<file path="config.mk">
export PLATFORM = sky130hd
export DESIGN_NAME = median_rank
export DESIGN_NICKNAME = d
export VERILOG_FILES = /design/src/rtl/median_rank.sv
export SDC_FILE = /design/constraint.sdc
export NUM_CORES = 1
export LEC_CHECK = 0
export ABC_AREA = 1
export CAP_MARGIN = 40
export CORE_MARGIN = 5
export CORE_UTILIZATION = 59
export DETAILED_ROUTE_END_ITERATION = 7
export PLACE_DENSITY_LB_ADDON = 0.12
export SETUP_SLACK_MARGIN = 0.3
export SYNTH_ARGS = -nofsm -noshare
export SYNTH_HDL_FRONTEND = slang
export SYNTH_SLANG_ARGS = --single-unit
</file>
<file path="constraint.sdc">
create_clock -name CLK -period 2.88 [get_ports CLK]
set_input_delay 0.576 -clock CLK [delete_from_list [all_inputs] [get_ports CLK]]
set_output_delay 0.576 -clock CLK [all_outputs]
set_load 0.1 [all_outputs]
</file>
<file path="src/rtl/median_rank.sv">
// Rank-select filter: sorts a P-sample window (odd-even transposition) and emits the chosen rank; MEDIAN_RANK_EN adds a runtime RANK port.
// DSO rises P+1 edges after the P-th sample; READY drops for SORT+OUT and samples offered then are dropped.
module median_rank #(
    parameter int W  = 8,
    parameter int P  = 9,
    parameter int RW = $clog2(P)
) (
    input  logic          CLK,
    input  logic          nRST,
    input  logic [W-1:0]  DI,
    input  logic          DSI,
`ifdef MEDIAN_RANK_EN
    input  logic [RW-1:0] RANK,
`endif
    output logic          READY,
    output logic [W-1:0]  DO,
    output logic          DSO
);
    localparam int CW = $clog2(P + 1);

    typedef enum logic [1:0] {LOAD, SORT, OUT} state_t;

    state_t        state_q, state_d;
    logic [CW-1:0] cnt_q, phase_q;
    logic [W-1:0]  win_q [P];
    logic [W-1:0]  net_d [P];
    logic [W-1:0]  do_q;
    logic          dso_q;
    logic [RW-1:0] rank_eff;
    logic          accept, load_last, sort_last;

    generate
        if (P < 3 || (P % 2) == 0) begin : g_bad_p
            $error("median_rank: P must be odd and >= 3");
        end
    endgenerate

    assign accept    = (state_q == LOAD) && DSI;
    assign load_last = accept && (cnt_q == CW'(P - 1));
    assign sort_last = (state_q == SORT) && (phase_q == CW'(P - 1));
    assign READY     = (state_q == LOAD);
    assign DO        = do_q;
    assign DSO       = dso_q;

`ifdef MEDIAN_RANK_EN
    logic [RW-1:0] rank_q;

    // Rank belongs to the window, so only the first sample's RANK counts.
    always_ff @(posedge CLK) begin
        if (accept && cnt_q == '0)
            rank_q <= RANK;
    end

    assign rank_eff = (rank_q >= RW'(P)) ? RW'(P - 1) : rank_q;
`else
    assign rank_eff = RW'((P - 1) / 2);
`endif

    always_ff @(posedge CLK) begin
        if (!nRST)
            state_q <= LOAD;
        else
            state_q <= state_d;
    end

    always_comb begin
        state_d = state_q;
        unique case (state_q)
            LOAD:    if (load_last) state_d = SORT;
            SORT:    if (sort_last) state_d = OUT;
            OUT:     state_d = LOAD;
            default: state_d = LOAD;
        endcase
    end

    // One network phase: pairs start at index 0 on even phases, 1 on odd.
    always_comb begin
        for (int i = 0; i < P; i++)
            net_d[i] = win_q[i];
        for (int i = 0; i < P - 1; i++) begin
            if ((i % 2) == int'(phase_q[0]) && win_q[i] > win_q[i+1]) begin
                net_d[i]   = win_q[i+1];
                net_d[i+1] = win_q[i];
            end
        end
    end

    always_ff @(posedge CLK) begin
        if (!nRST) begin
            cnt_q   <= '0;
            phase_q <= '0;
            do_q    <= '0;
            dso_q   <= 1'b0;
        end else begin
            dso_q <= 1'b0;
            unique case (state_q)
                LOAD: begin
                    if (accept) begin
                        win_q[cnt_q] <= DI;
                        cnt_q        <= load_last ? '0 : cnt_q + 1'b1;
                        phase_q      <= '0;
                    end
                end
                SORT: begin
                    for (int i = 0; i < P; i++)
                        win_q[i] <= net_d[i];
                    phase_q <= sort_last ? '0 : phase_q + 1'b1;
                end
                OUT: begin
                    do_q  <= win_q[rank_eff];
                    dso_q <= 1'b1;
                end
                default: ;
            endcase
        end
    end
endmodule
</file>
==> summary.md, run 1 <==
| Metric | Value |
|---|---|
| Status | finished clean |
| Synth Cell Area | a little under 6000 um^2 |
| Final count of hold timing violations | 0 |
| Antenna cell count | 0 |
| Total power | ~0.0025 W |
| Synth-to-layout area growth | 10.4% |
| DRT iter0 DRCs | 511 |
| Placed cells | 875 |
| DRC | 0 |
| Routed via count | 5275 |
| Worst Skew | between 0.01 and 0.015 ns |
| Power Dens Cells | around 380 nW/um^2 |
| Setup Viol. Count Final | 0 |
| Antenna-violating nets left | 0 |
| Hold Crit Start | phase_q[2] |
| CP top delay family | simple AND/OR/NAND/NOR gates |
| Max Slew Vio Count | 0 |
| Post-synth EDFFs | 72 |
| Number of cells on the worst hold path | 2 |
| Avg WL per Cell | roughly 17 um |
| CP max FO | 8 |
| Drt via density | about 6 |
| Max incr delay on CP | between 0.4 and 0.5 ns |
| Ranking of synthesized cells by area | edfxtp_1 (36%), ha_1 (15%), nand2_1 (9.9%) |
| Setup Buffers After CTS | 0 |
| Crit Path Category | flop to flop |
| Fin Setup TNS | 0 ns |
| Layout cells sized above 1 | under 10% |
| # IOs | 21 |
| Count of port buffers added during placement | 20 |
| Layout net count | ~830 |
| VDD IR max | about 0.00026 V |
| Crit end category | flop |
| TritonRoute pass-1 iters | 5 |
| Worst EP arrival | about 2.4 ns |
| Worst reg2reg path depth | 8 |
| Worst Setup Start Kind | flop |
| GRT Overall Usage | around a quarter |
| Mapped Nets | 801 |
| Final GP Congestion | around 0.9 |
| CP Buf/Inv Count | 1 |
| Antenna violations before repair | 0 |
| Max cap viols | 0 |
| Req. time, crit path | slightly below 3 ns |
| Syn Inst Count | between 700 and 800 |
| R2R Path Start | win_q[6][7] |
| Core area | ~10000 um^2 |
| Vias in the first global route | between 5000 and 6000 |
| Unique masters post-synth | 31 |
| Cell Area, Placed | 6370 um^2 |
| Clk slew on worst S/H paths | ~0.1 ns |
| Ys flop type | edfxtp_1 |
| Largest net degree at the start of global routing | 58 |
| Cell at the slowest stage of the critical path | edfxtp_1 |
| Yosys warns | 0 |
| Die area | 12200 um^2 |
| RSZ-0062 raised after global routing | false |
| Die Y | between 100 and 150 um |
| CTS Buf Count | 9 |
| Clk sink count | a little over 90 |
| Crit path cell chain | inv_1 -> ha_1 -> nand2_1 -> nor2_1 -> nand2_1 -> a21boi_2 -> nand2_1 -> nand3_1 |
| Fmax | between 0.4 and 0.5 GHz |
| CTS tree | built |
| Post-synth top cells | nand2_1 (157), nand3_1 (113), inv_1 (92), edfxtp_1 (72), ha_1 (70) |
| GRT Residual Overflow | 0 |
| Syn_area_per_cell | between 8 and 9 um^2 |
| # hold bufs at CTS | 0 |
| Leak | 2.94 nW |
| Post-synth top area share | roughly 36% |
| Slew of the pin with the lowest slew margin | 0.551 ns |
| Clock Path Buffers | 2 |
| Most numerous cell in the Yosys netlist | nand2_1 |
| H-tree levels | 3 |
| Cell Rows | 36 |
| CP most frequent cell | nand2_1 |
| FILL cells | between 800 and 900 |
| Sequential element share of the synthesized area | 42.7% |
| RR Endpoint | win_q[6][1] |
| Design area | ~6600 um^2 |
| WHS Endpoint | phase_q[2] |
| Final WL | 15200 um |
| Root buf cell | clkbuf_8 |
| Post-CTS sizing | 0 |
| Period utilization | ~83% |
| Dpl hpwl | ~12000 um |
| Hold/Removal Path Class | flop to flop |
| Non-Filler Instances | approximately 900 |
| Initial Util | between 60% and 70% |
| Synth Register Bits | 91 |
| First-pass GRT wire length | 25000 um |
| Reg2reg setup slack | a little under 0.5 ns |
| Yosys top cell by area | edfxtp_1 |
| Worst-Skew Late Latency | between 0.3 and 0.4 ns |
| Final min period | between 2 and 2.5 ns |
| Worst slew margin | roughly 63% |
| Die Wd | between 100 and 150 um |
| Fraction of registers with async set/reset | 0% |
## worst max-delay path by stage
stage / from / end / slack [ns] / cells past startpoint
after global routing: win_q[4][6] / win_q[3][6] / 0.31 / 10
after detailed placement: nRST / win_q[1][0] / 0.26 / 6
after floorplan: state_q[0] / win_q[8][0] / 0.43 / 5
after CTS: win_q[4][6] / win_q[5][1] / 0.42 / 9
after global placement: nRST / win_q[6][7] / 0.34 / 6
final: win_q[6][7] / win_q[6][1] / 0.49 / 8
## power by group
group / internal [W] / leakage [nW] / switching (W)
sequential: 0.00143 / 0.803 / 0.0000117
combinational: 0.0000551 / 2.03 / 0.0000926
clock: 0.000431 / 0.100 / 0.000473
## layer usage
metal	GRT usage (%)	part of all wire, %	vias up
met2	39.8	45	248
li1	-	-	2558
met4	8.21	2.4	0
met1	34.7	44	2439
met3	3.34	8.5	30
met5	0	0	-
## registers in the layout (all words and copies together), names as in the netlist
register  count
win_q        72
DO            8
cnt_q         4
state_q       2
phase_q       4
DSO           1
## worst reg2reg max path: stages (launching register included)
cell	delay, ns
edfxtp_1	0.47
inv_1	0.08
ha_1	0.30
nand2_1	0.07
nor2_1	0.18
nand2_1	0.11
a21boi_2	0.35
nand2_1	0.17
nand3_1	0.32
## kinds of logic (layout without fill, tap and decap cells)
group           Yosys count  after routing  share of synthesized area [%]
xor+xnor                  1              1                          0.147
fa+ha+maj                70             70                           14.7
compound gates           86             86                           8.29
buf+inv                 111            149                           7.16
flops                    91             91                           42.7
simple gates            361            361                           27.0
## per-stage QoR
stage                     util [%]  hold WS (ns)  worst slack (ns)
after floorplan                  -         0.460             0.429
after global placement        64.7         0.487             0.337
after detailed placement      64.8         0.501             0.258
after CTS                     66.9         0.528             0.424
after global routing          67.0         0.553             0.311
final                         67.0         0.522             0.487
## cells in the final DEF (no fill, tap or decap), types with 2 or more instances in the layout
cell type	netlist	routed
nor3_1	2	2
nand3_1	113	112
inv_1	92	92
a21oi_1	36	36
nor4_1	2	2
a21oi_2	5	5
buf_4	1	26
ha_1	70	70
nand2_1	157	156
nand2_2	1	2
clkbuf_8	0	10
inv_6	0	2
inv_2	4	4
nand4_1	36	36
o21ai_1	8	8
nor2_4	1	2
o21a_1	4	4
dfxtp_1	19	19
clkdlybuf4s50_1	0	10
nor2_1	48	47
o21ai_0	25	25
edfxtp_1	72	72
a21o_1	2	2
## area by class of cell
type | instances | area (um^2) | share of cell area, %
sequential | 91 | 2540 | 38.7
clock buffer | 11 | 141 | 2.15
clock inverter | 5 | 60.1 | 0.913
tap | 133 | 166 | 2.53
inverter | 96 | 360 | 5.48
timing repair buffer | 37 | 300 | 4.57
multi-input combinational | 518 | 3010 | 45.7
Note: power is estimated with default switching activity, not from simulation.
==> run 2: changes to the inputs <==
==> constraint.sdc (replaced) <==
create_clock -name CLK -period 2.21 [get_ports CLK]
set_input_delay 0.442 -clock CLK [delete_from_list [all_inputs] [get_ports CLK]]
set_output_delay 0.442 -clock CLK [all_outputs]
set_load 0.1 [all_outputs]
==> run 2 against run 1 <==
  * Core utilization is 13 points higher
  * Largest cell class unchanged
  * Die area stayed put
  * Critical path type unchanged
  * Final cell count is 7.0% higher
  * Clock skew is 0.0026 ns higher
  * Power increased by 41%
  * Largest power group unchanged
  * Count of clock-buffer cells in the layout is 1 lower
  * Sequential power is 31% higher
==> summary.md, run 2 (same netlist as run 1, synthesis figures left out) <==
| Metric | Value |
|---|---|
| Status | finished clean |
| Slew of the pin with the lowest slew margin | between 0.4 and 0.5 ns |
| Count of port buffers added during placement | 20 |
| Die Wd | 111 um |
| Worst-Skew Late Latency | ~0.37 ns |
| CTS tree | built |
| Fmax | around 0.47 GHz |
| Cell Rows | 36 |
| Placed cells | 896 |
| Sequential share of power | 53.3% |
| Layout net count | 896 |
| H-tree levels | 3 |
| # IOs | 21 |
| Vias in the first global route | 5448 |
| Register Area | between 2000 and 3000 um^2 |
| # hold bufs at CTS | 0 |
| Avg WL per Cell | around 19 um |
| Worst EP arrival | between 2 and 2.5 ns |
| Max incr delay on CP | between 0.4 and 0.5 ns |
| First-pass GRT wire length | roughly 27000 um |
| Crit path cell chain | inv_2 -> ha_4 -> inv_2 -> o21bai_1 -> nand2_1 -> nand2_1 -> nand2_1 -> nand2_2 -> nand2_4 -> buf_6 -> nand3_1 -> nand3_1 |
| Fin Setup TNS | 0 ns |
| Core area | around 9800 um^2 |
| Period utilization | a little over nine tenths |
| CP max FO | 6 |
| Root buf cell | clkbuf_8 |
| Power Dens Cells | 448 nW/um^2 |
| CTS Buf Count | 9 |
| Largest net degree at the start of global routing | 58 |
| Cell at the slowest stage of the critical path | edfxtp_1 |
| Antenna cell count | 0 |
| DRT iter0 DRCs | 789 |
| Layout cells sized above 1 | 27.3% |
| Worst Setup Start Kind | flop |
| FILL cells | approximately 630 |
| Clock Path Buffers | 2 |
| CP top delay family | simple AND/OR/NAND/NOR gates |
| Final GP Congestion | between 0.9 and 1 |
| Drt via density | slightly above 6 |
| Worst slew margin | a little under 70% |
| Commonest non-fill, non-tap cell in the layout | nand2_1 |
| Die Y | around 110 um |
| Cell internal pwr | roughly 0.0027 W |
| Non-Filler Instances | roughly 950 |
| Switching Fraction | 22.4% |
| Final min period | ~2.1 ns |
| CP Buf/Inv Count | 3 |
| GRT Overall Usage | a little over a quarter |
| Clock network power share | roughly two fifths |
| Pre-CTS setup slack | -0.0355 ns |
| Antenna violations before repair | 0 |
| VDD IR max | 0.000361 V |
| Leak | around 3.4 nW |
| Crit Path Category | flop to flop |
| Routed via count | around 6000 |
| Antenna-violating nets left | 0 |
| Die area | 12200 um^2 |
| Dpl hpwl | 12300 um |
| Req. time, crit path | 2.31 ns |
| Clk sink count | ~90 |
| Total power | 0.00352 W |
| Max cap viols | 0 |
| Switching power | roughly 0.00079 W |
| Initial Util | 60.7% |
| Final WL | about 18000 um |
| Hold/Removal Path Class | flop to flop |
| RSZ-0062 raised after global routing | true |
| Reg2reg setup slack | between 0.08 and 0.09 ns |
| Crit end category | flop |
| Most frequent cells in the layout | nand2_1 (124), nand3_1 (104), inv_1 (73) |
| Max Slew Vio Count | 0 |
| Worst Skew | between 0.015 and 0.02 ns |
| TritonRoute pass-1 iters | 7 |
| GRT Residual Overflow | 0 |
| Max reg flops | between 70 and 80 |
| DRC | 0 |
| Clk slew on worst S/H paths | roughly 0.090 ns |
| Multi-input gate area | roughly 3600 um^2 |
| CP most frequent cell | nand2_1 |
| Register name with the most flops | win_q |
| Comb pwr share | ~7.6% |
| Final count of hold timing violations | 0 |
| Final WS setup | a little under 0.09 ns |
| Setup Viol. Count Final | 0 |
| Final core utilization | between 80% and 90% |
| Synth-to-layout area growth | 32.0% |
==> run 2: repair_timing <==
item / in CTS / in global routing
cloned: 0 / 0
resized for setup: 28 / 100
pin swaps: 22 / 29
endpoints found under the setup margin: 80 / 136
hold endpoints to repair: 0 / 0
buffers inserted: 18 / 23
==> run 2: routing by layer <==
metal,vias up,part of all wire [%],track usage (%)
met5,-,0,0
met4,0,4.1,11.7
met1,2758,38,35.7
li1,2682,-,-
met2,353,48,45.1
met3,62,9.8,4.70
==> run 2: cell type report <==
cell class	count	area share, %
clock inverter	6	1.45
multi-input combinational	518	45.7
inverter	96	4.58
sequential	91	32.3
timing repair buffer	99	12.2
clock buffer	10	1.62
tap	133	2.11
==> run 2: path summary, 6_finish.rpt <==
| check | cells past startpoint | startpoint | endpoint |
|---|---|---|---|
| max | 12 | win_q[2][1] | win_q[1][7] |
| min | 1 | state_q[0] | DSO |
| max reg2reg | 12 | win_q[2][1] | win_q[1][7] |
| min reg2reg | 1 | state_q[0] | DSO |
==> run 2: power by group through the flow <==
stage | combinational (W) | sequential, W | clock (W)
floorplan | 0.000123 | 0.00191 | 0
global placement | 0.000224 | 0.00192 | 0
detailed placement | 0.000236 | 0.00192 | 0
CTS | 0.000242 | 0.00188 | 0.00137
global route | 0.000289 | 0.00188 | 0.00148
finish | 0.000268 | 0.00188 | 0.00138
==> run 2: worst reg2reg max path, delay by kind of cell (launching register included) <==
| family | cells | cell delay, ns |
|---|---|---|
| simple gates | 7 | 0.64 |
| flops | 1 | 0.47 |
| buf+inv | 3 | 0.26 |
| fa+ha+maj | 1 | 0.28 |
| compound gates | 1 | 0.21 |
==> run 2: through the flow <==
step                      area (um^2)  hold slack, ns
after floorplan                  6060           0.460
after global routing             7870           0.543
after CTS                        7260           0.511
final                            7870           0.519
after global placement           6740           0.483
after detailed placement         6740           0.494
==> run 3: changes to the inputs <==
--- a/config.mk
+++ b/config.mk
@@ -7,9 +7,10 @@
 export LEC_CHECK = 0
 export ABC_AREA = 1
 export CAP_MARGIN = 40
-export CORE_MARGIN = 5
+export CORE_MARGIN = 1
 export CORE_UTILIZATION = 59
 export DETAILED_ROUTE_END_ITERATION = 7
+export DONT_BUFFER_PORTS = 1
 export PLACE_DENSITY_LB_ADDON = 0.12
 export SETUP_SLACK_MARGIN = 0.3
 export SYNTH_ARGS = -nofsm -noshare
==> run 3 against run 2 <==
  * Design area shrank 0.57%
  * Setup slack better by 0.075 ns
  * Register-to-register slack improved by 0.08 ns
  * Sequential share of layout area is 0.19 points higher
  * Core utilization decreased by 0.092 points
  * First-iteration DRC count decreased by 15%
  * Die area fell by 14%
  * Critical path type unchanged
  * Critical endpoint is now win_q[1][5]
  * Largest cell class unchanged
==> summary.md, run 3 (same netlist as run 1, synthesis figures left out) <==
| Metric | Value |
|---|---|
| DRC | 0 |
| Final GP Congestion | approximately 0.94 |
| Commonest non-fill, non-tap cell in the layout | nand2_1 |
| Max reg flops | 72 |
| Vias in the first global route | ~5100 |
| WHS Endpoint | DO[3] |
| Clk sink count | 91 |
| CTS Buf Count | 9 |
| Design area | about 7800 um^2 |
| Worst Skew | 0.0178 ns |
| Hold Crit Start | nRST |
| Clk slew on worst S/H paths | roughly 0.10 ns |
| RSZ-0062 raised after global routing | true |
| Final min period | 2.05 ns |
| Antenna violations before repair | 0 |
| Worst Setup Start Kind | flop |
| Worst EP arrival | 2.12 ns |
| Die Y | between 100 and 150 um |
| Reg2reg setup slack | between 0.15 and 0.2 ns |
| Fmax | a little under 0.5 GHz |
| Most frequent cells in the layout | nand2_1 (109), inv_1 (72), edfxtp_1 (72) |
| Drt via density | 6.36 |
| TritonRoute pass-1 iters | 6 |
| Worst slew margin | between 60% and 70% |
| Avg WL per Cell | just over 20 um |
| GRT Residual Overflow | 0 |
| Status | finished clean |
| Req. time, crit path | between 2 and 2.5 ns |
| Die Wd | slightly above 100 um |
| Crit Path Category | flop to flop |
| Crit path cell chain | ha_4 -> inv_2 -> o21bai_1 -> nand2_1 -> nand2_1 -> nand2_2 -> nand2_4 -> nand3_1 -> nand3_4 |
| Period utilization | 92.6% |
| Root buf cell | clkbuf_8 |
| Largest net degree at the start of global routing | 39 |
| Final count of hold timing violations | 0 |
| Max Slew Vio Count | 0 |
| # IOs | 21 |
| Power Dens Cells | 402 nW/um^2 |
| Register name with the most flops | win_q |
| Hold/Removal Path Class | input pin to flop |
| Layout cells sized above 1 | 33.3% |
| RR Endpoint | win_q[1][5] |
| Total power | around 0.0031 W |
| Hold slack | 0.196 ns |
| Final WL | approximately 19000 um |
| Cell Area, Placed | 6400 um^2 |
| Max cap viols | 0 |
| Cell Rows | 36 |
| Clock Path Buffers | 2 |
| Die area | between 10000 and 15000 um^2 |
| Antenna-violating nets left | 0 |
| Fin Setup TNS | 0 ns |
| First-pass GRT wire length | ~26000 um |
| Worst reg2reg path depth | 9 |
| Routed via count | 5961 |
| Count of port buffers added during placement | 0 |
| VDD IR max | between 0.0002 and 0.0003 V |
| CP most frequent cell | nand2_1 |
| Dpl hpwl | approximately 12000 um |
| Layout net count | 880 |
| Slew of the pin with the lowest slew margin | roughly 0.56 ns |
| Leak | ~3.3 nW |
| R2R Path Start | win_q[1][1] |
| DRT iter0 DRCs | approximately 670 |
| Number of cells on the worst hold path | 2 |
| CP Buf/Inv Count | 1 |
| Core area | 9770 um^2 |
| Worst-Skew Late Latency | ~0.38 ns |
| H-tree levels | 3 |
| CP max FO | 8 |
| Antenna cell count | 0 |
| Initial Util | between 60% and 70% |
| Synth-to-layout area growth | 31.3% |
| Setup Viol. Count Final | 0 |
| GRT Overall Usage | 32.8% |
| CP top delay family | simple AND/OR/NAND/NOR gates |
| Crit end category | flop |
| Max incr delay on CP | 0.45 ns |
| Cell at the slowest stage of the critical path | edfxtp_1 |
| CTS tree | built |
run 3: cell count changes in the layout (fill, tap and decap cells not counted), sizes merged:
| cell | before | now |
|---|---|---|
| clkdlybuf4s50 | 10 | 0 |
| buf | 89 | 80 |
| bufinv | 3 | 0 |
| clkinv | 1 | 4 |
| clkbuf | 10 | 12 |
| nand2 | 159 | 160 |
run 3: layout make-up:
cell class	instances	area, um^2
Inverter	96	360
Tap cell	133	166
Fill cell	600	1950
Sequential cell	91	2540
Clock inverter	6	42.5
Timing Repair Buffer	82	721
Multi-Input combinational cell	519	3860
Clock buffer	10	128
run 3: worst max-delay path by stage:
stage	to	cells past startpoint	startpoint	slack, ns
after floorplan	win_q[1][0]	7	win_q[1][7]	0.28
after global placement	win_q[5][0]	8	win_q[6][7]	0.14
after detailed placement	win_q[5][3]	8	win_q[6][7]	0.09
after CTS	win_q[3][0]	10	win_q[4][5]	0.26
after global routing	win_q[8][5]	5	phase_q[0]	0.14
final	win_q[1][5]	9	win_q[1][1]	0.16
run 3: what timing repair did:
| item | 4_1_cts | 5_1_grt |
|---|---|---|
| endpoints found under the setup margin | 88 | 138 |
| hold buffers | 0 | 0 |
| resized for setup | 25 | 162 |
| buffers inserted | 18 | 29 |
| cloned | 0 | 3 |
| pin swaps | 12 | 37 |
run 3: metal layers:
layer | part of all wire, % | global-route usage [%] | vias to the layer above
li1 | - | - | 2654
met2 | 46 | 53.1 | 464
met4 | 6.0 | 16.5 | 0
met3 | 11 | 4.68 | 114
met1 | 37 | 43.2 | 2729
met5 | 0 | 0 | -
run 3: through the flow:
stage | std cells | util (%) | setup slack [ns]
after floorplan | 720 | - | 0.284
after global placement | 871 | 65.5 | 0.137
after detailed placement | 871 | 65.5 | 0.0873
after CTS | 905 | 69.8 | 0.260
after global routing | 937 | 80.0 | 0.142
final | 937 | 80.0 | 0.163
run 3: power breakdown:
part	internal, W	leakage [nW]	switching [W]	total, W
logic	0.0000747	2.42	0.000141	0.000215
registers	0.00186	0.804	0.0000153	0.00188
clock network	0.000409	0.0822	0.000642	0.00105
total	0.00235	3.31	0.000798	0.00315
